File: config.mk
export PLATFORM = sky130hd
export DESIGN_NAME = merge_field_scheduler
export DESIGN_NICKNAME = d
export VERILOG_FILES = /design/src/rtl/merge_field_scheduler_pkg.sv /design/src/rtl/merge_field_scheduler_arbiter.sv /design/src/rtl/merge_field_scheduler.sv
export SDC_FILE = /design/constraint.sdc
export NUM_CORES = 1
export LEC_CHECK = 0
export ABC_CLOCK_PERIOD_IN_PS = 3300
export CAP_MARGIN = 20
export CELL_PAD_IN_SITES_DETAIL_PLACEMENT = 0
export CELL_PAD_IN_SITES_GLOBAL_PLACEMENT = 1
export CORE_MARGIN = 8
export CORE_UTILIZATION = 32
export CTS_CLUSTER_SIZE = 8
export DETAILED_ROUTE_END_ITERATION = 8
export PLACE_DENSITY = 0.91
export REMOVE_ABC_BUFFERS = 1
export SLEW_MARGIN = 10
export SYNTH_ARGS = -nofsm -noshare
export SYNTH_HDL_FRONTEND = slang
export SYNTH_SLANG_ARGS = --single-unit
File: constraint.sdc
create_clock -name clk -period 3.3 [get_ports clk]
set_clock_uncertainty 0.2 [all_clocks]
set_input_delay 0.66 -clock clk [delete_from_list [all_inputs] [get_ports clk]]
set_output_delay 0.66 -clock clk [all_outputs]
set_load 0.1 [all_outputs]
File: src/rtl/merge_field_scheduler_pkg.sv
// Shared constants and stage record for the shift/merge field-write scheduler.
// Imported by the arbiter and the top.
package merge_field_scheduler_pkg;

  localparam logic LAT_LBD  = 1'b0;
  localparam logic LAT_RBD  = 1'b1;

  localparam logic REQ_CPU  = 1'b0;
  localparam logic REQ_PROG = 1'b1;

  localparam int POS_W  = 3;
  localparam int LEN_W  = 3;
  localparam int DATA_W = 8;

  typedef struct packed {
    logic              valid;
    logic              addr;
    logic [POS_W-1:0]  pos;
    logic [LEN_W-1:0]  len;
    logic [DATA_W-1:0] data;
    logic              id;
  } stage_t;

  localparam stage_t STAGE_IDLE = '0;

  // A same-latch op must wait until its predecessor has left the LOAD stage.
  function automatic logic req_eligible(input logic valid, input logic addr, input stage_t l_stage);
    return valid & ~(l_stage.valid & (l_stage.addr == addr));
  endfunction

endpackage

File: src/rtl/merge_field_scheduler_arbiter.sv
// Two-way grant logic, fixed priority or round-robin, choosing only among eligible requesters.
// The round-robin pointer remembers the last granted requester and moves only on a transfer.
module merge_req_arbiter
  import merge_field_scheduler_pkg::*;
#(
  parameter int ARB_MODE = 0
) (
  input  logic clk,
  input  logic rst_n,
  input  logic i_stall,
  input  logic i_elig0,
  input  logic i_elig1,
  output logic o_grant0,
  output logic o_grant1
);

  logic r_last;
  logic w_prefer1;

  always_comb begin
    w_prefer1 = (ARB_MODE == 1) ? ~r_last : 1'b0;
    o_grant0  = 1'b0;
    o_grant1  = 1'b0;
    if (w_prefer1) begin
      o_grant1 = i_elig1;
      o_grant0 = i_elig0 & ~i_elig1;
    end else begin
      o_grant0 = i_elig0;
      o_grant1 = i_elig1 & ~i_elig0;
    end
  end

  // Reset to the programmer side so the CPU is preferred on the first contest.
  always_ff @(posedge clk or negedge rst_n) begin
    if (!rst_n) begin
      r_last <= REQ_PROG;
    end else if (!i_stall && (o_grant0 || o_grant1)) begin
      r_last <= o_grant1;
    end
  end

endmodule

File: src/rtl/merge_field_scheduler.sv
// LOAD/WRITE sequencer for the LBD/RBD shift/merge unit with a two-port requester front end.
// Outputs decode from the L and W stage registers only; ready is the sole combinational output.
module merge_field_scheduler
  import merge_field_scheduler_pkg::*;
#(
  parameter int ARB_MODE = 0
) (
  input  logic              clk,
  input  logic              rst_n,
  input  logic              data_hazard,
  input  logic              req0_valid,
  output logic              req0_ready,
  input  logic              req0_addr,
  input  logic [POS_W-1:0]  req0_pos,
  input  logic [LEN_W-1:0]  req0_len,
  input  logic [DATA_W-1:0] req0_data,
  input  logic              req1_valid,
  output logic              req1_ready,
  input  logic              req1_addr,
  input  logic [POS_W-1:0]  req1_pos,
  input  logic [LEN_W-1:0]  req1_len,
  input  logic [DATA_W-1:0] req1_data,
  output logic [DATA_W-1:0] shift_in,
  output logic [LEN_W-1:0]  L_select,
  output logic              latch_address_r,
  output logic [POS_W-1:0]  D0,
  output logic              latch_wren,
  output logic              latch_address_w,
  output logic              busy,
  output logic              done,
  output logic              done_id
);

  stage_t r_l;
  stage_t r_w;
  logic   r_done;
  logic   r_done_id;

  logic   w_elig0;
  logic   w_elig1;
  logic   w_grant0;
  logic   w_grant1;
  stage_t w_req;
  logic   w_unused_w;

  assign w_elig0 = req_eligible(req0_valid, req0_addr, r_l);
  assign w_elig1 = req_eligible(req1_valid, req1_addr, r_l);

  merge_req_arbiter #(
    .ARB_MODE (ARB_MODE)
  ) u_arb (
    .clk      (clk),
    .rst_n    (rst_n),
    .i_stall  (data_hazard),
    .i_elig0  (w_elig0),
    .i_elig1  (w_elig1),
    .o_grant0 (w_grant0),
    .o_grant1 (w_grant1)
  );

  assign req0_ready = w_grant0 & ~data_hazard;
  assign req1_ready = w_grant1 & ~data_hazard;

  always_comb begin
    w_req = STAGE_IDLE;
    if (w_grant0) begin
      w_req = '{valid: 1'b1, addr: req0_addr, pos: req0_pos, len: req0_len,
                data: req0_data, id: REQ_CPU};
    end else if (w_grant1) begin
      w_req = '{valid: 1'b1, addr: req1_addr, pos: req1_pos, len: req1_len,
                data: req1_data, id: REQ_PROG};
    end
  end

  // A stall freezes both stages and done_id; done is a single-cycle pulse so it clears.
  always_ff @(posedge clk or negedge rst_n) begin
    if (!rst_n) begin
      r_l       <= STAGE_IDLE;
      r_w       <= STAGE_IDLE;
      r_done    <= 1'b0;
      r_done_id <= 1'b0;
    end else if (data_hazard) begin
      r_done    <= 1'b0;
    end else begin
      r_w    <= r_l;
      r_l    <= w_req;
      r_done <= r_w.valid;
      if (r_w.valid) begin
        r_done_id <= r_w.id;
      end
    end
  end

  always_comb begin
    shift_in        = '0;
    L_select        = '0;
    latch_address_r = 1'b0;
    D0              = '0;
    latch_wren      = 1'b0;
    latch_address_w = 1'b0;
    if (r_l.valid) begin
      shift_in        = r_l.data;
      L_select        = r_l.len;
      latch_address_r = r_l.addr;
    end
    if (r_w.valid) begin
      latch_wren      = 1'b1;
      D0              = r_w.pos;
      latch_address_w = r_w.addr;
    end
  end

  assign busy       = r_l.valid | r_w.valid;
  assign done       = r_done;
  assign done_id    = r_done_id;

  // The merge unit already holds length and data by the time W drives it.
  assign w_unused_w = ^{r_w.len, r_w.data};

endmodule

==> results of run 1 <==
-- power breakdown --
| group | total (mW) | internal [mW] | switching, mW |
|---|---|---|---|
| clock | 0.179 | 0.0862 | 0.0932 |
| combinational | 0.604 | 0.178 | 0.426 |
| sequential | 0.406 | 0.363 | 0.0434 |
-- layer usage --
layer	share of wire, %	vias to the layer above	wire length (um)
li1	-	484	-
met1	45	492	1560
met2	48	35	1670
met3	6.9	2	239
met4	0.34	0	12
met5	0	-	0
-- final timing paths --
kind	to	slack (ns)
max	req1_ready	0.46
min reg2reg	r_l[0]	0.29
max in group asynchronous	r_l[11]	2.10
max reg2reg	r_l[2]	1.28
min in group asynchronous	r_l[12]	0.56
min	r_l[0]	0.29
-- worst max-delay path, cell delays in order --
cell	delay, ns
clkdlybuf4s50_1	0.46
xor2_1	0.16
o21ai_1	0.19
and4b_1	0.31
buf_12	0.20
-- kinds of logic (layout without fill, tap and decap cells) --
group	Yosys count	in the layout	synth area share, %
muxes	6	6	5.60
DFF	25	25	51.8
xor gates and xnor gates	2	2	1.45
and+or+nand+nor	42	42	20.9
buffers and inverters	9	65	4.66
AOI/OAI and AO/OA	21	21	15.5
-- flip-flops by register name, summed over array words and instances (netlist names) --
signal,count
done,1
done_id,1
r_l,17
r_w,6
-- area by class of cell --
type                       count  share of cell area (%)
inverter                       1                   0.206
multi-input combinational     71                    28.9
clock buffer                   4                    2.47
timing repair buffer          60                    30.8
sequential                    25                    34.4
tap                           48                    3.30
-- stage by stage --
step / instances / utilization, % / power, mW / cell area [um^2] / hold WS [ns]
2_1_floorplan: 97 / - / 0.842 / 1150 / 0.164
3_3_place_gp: 205 / 48.9 / 1.01 / 1780 / 0.259
3_5_place_dp: 205 / 48.9 / 1.02 / 1780 / 0.270
4_1_cts: 209 / 50.1 / 1.20 / 1820 / 0.290
5_1_grt: 209 / 50.1 / 1.24 / 1820 / 0.304
6_report: 209 / 50.1 / 1.19 / 1820 / 0.287
-- cell usage after synthesis (all sizes together) --
master   n
and2    31
clkbuf   4
a21oi    1
mux2     6
a221oi   1
or2      1
buf      4
a31oi    1
xor2     1
xnor2    1
nor2     3
a221o   15
a21o     1
dfrtp   25
nor3     1
inv      1
o21ai    2
and4b    1
nand2b   2
nand2    2
nor2b    1
==> impl_metrics.ini, run 1 <==
[global_routing]
grt_util_met2_pct = 19.2
grt_max_degree = 27
grt-ovfl-total = 0
grt.met1_usage_pct = 13.9
grt_antenna_before_repair = 0
grt_pass1_wl_mm = 5.67
grt_busiest_layer = met2
gr-usage-all-layers_pct = 11.6
grt_pass1_vias = 1118
grt_util_met3_pct = 3.92

[cts]
hold_buffers = 0
clkLatencyLatePin_ns = 0.26
cts_resized = 0
path_clk_slew_ns = 0.09
cts_tree = yes
cts_root_buf = clkbuf_8
cts_max_level = 1
cts_buffers = 3
cts.path.max_buffers = 2
numClockSinks = 25
post_cts_buffers = 0

[floorplanning]
die-height_um = 77.4
start_util_pct = 33.2
num_io_pins = 57
fp-row-count = 22
die_x_um = 77.4
die-area_um2 = 5990
coreArea_um2 = 3630

[sta]
setup_ws_ns = 0.459
fin_crit_ns = 2.84
maxSlewViolCount = 0
worstMarginPinSlew_ns = 0.475
min_period_over_period_pct = 86.1
finalSetupViolations = 0
fmax_ghz = 0.352
hold_viol = 0
rsz0062_at_grt = false
relSlewSlack_pct = 68.4
tns_ns = 0

[setup_path]
required_ns = 2.44
critical_path.endpoint_type = primary output
r2r_cells = 5
startpoint = req0_addr
cp.arrival_ns = 1.98
path_class = input port to primary output
r2r-start = r_l[16]
cp_max_fo = 4
start_kind = input port

[synth]
synth_top_area_cell = dfrtp_1
yosysUniqueCellTypes = 23
ys_top_cells_by_area = dfrtp_1, and2_1, a221o_1, mux2_2, buf_6
synth_top_cell_area_share_pct = 51.8
synth-seq-cells = 25
synthesis.area_um2 = 1210
avgSynthCellArea_um2 = 11.5
ys_warn_count = 0
synth_seq_area_share_pct = 51.8
synth_cells = 105

[detailed_routing]
detail-route-antenna-nets = 0
avgRoutedWirePerCell_um = 16.6
drt_pass1_iterations = 6
vias = 1013
viasPerCell = 4.85
drc_errors = 0
wl_mm = 3.48
drtIter0Drc = 35

[hold_path]
whs_path_depth = 1
hp-class = flip-flop to flip-flop
worstHoldStart = r_l[0]

[pwr]
ir_drop_mv = 0.189
power_leakage_nw = 0.842
powerDensity_nw_per_um2 = 653

[placed_design]
gp_congestion = 0.737
place_ws_ns = 0.433
port_buffers = 56
dp_hpwl_mm = 2.60

[cells_and_area]
fin_nets = 197
syn_to_final_growth_pct = 50.8
mostFrequentLayoutCells = clkdlybuf4s50_1, and2_1, dfrtp_1
multi_input_area_um2 = 526
drive_gt1_share_pct = 22.4
n_fill_cell = 357
antennaDiodeCount = 0
final_common_cell = clkdlybuf4s50_1
seq_area_um2 = 626

[job]
cap_violations = 0

[run_status]
outcome = completed
Power figures use the tool's default switching activity.
==> run 2: changes to the inputs <==
--- a/config.mk
+++ b/config.mk
@@ -11,7 +11,7 @@
 export CELL_PAD_IN_SITES_GLOBAL_PLACEMENT = 1
 export CORE_MARGIN = 8
 export CORE_UTILIZATION = 32
-export CTS_CLUSTER_SIZE = 8
+export CTS_CLUSTER_SIZE = 14
 export DETAILED_ROUTE_END_ITERATION = 8
 export PLACE_DENSITY = 0.91
 export REMOVE_ABC_BUFFERS = 1
==> results of run 2 <==
The final DEF is identical to that of run 1; final timing and power are the same.
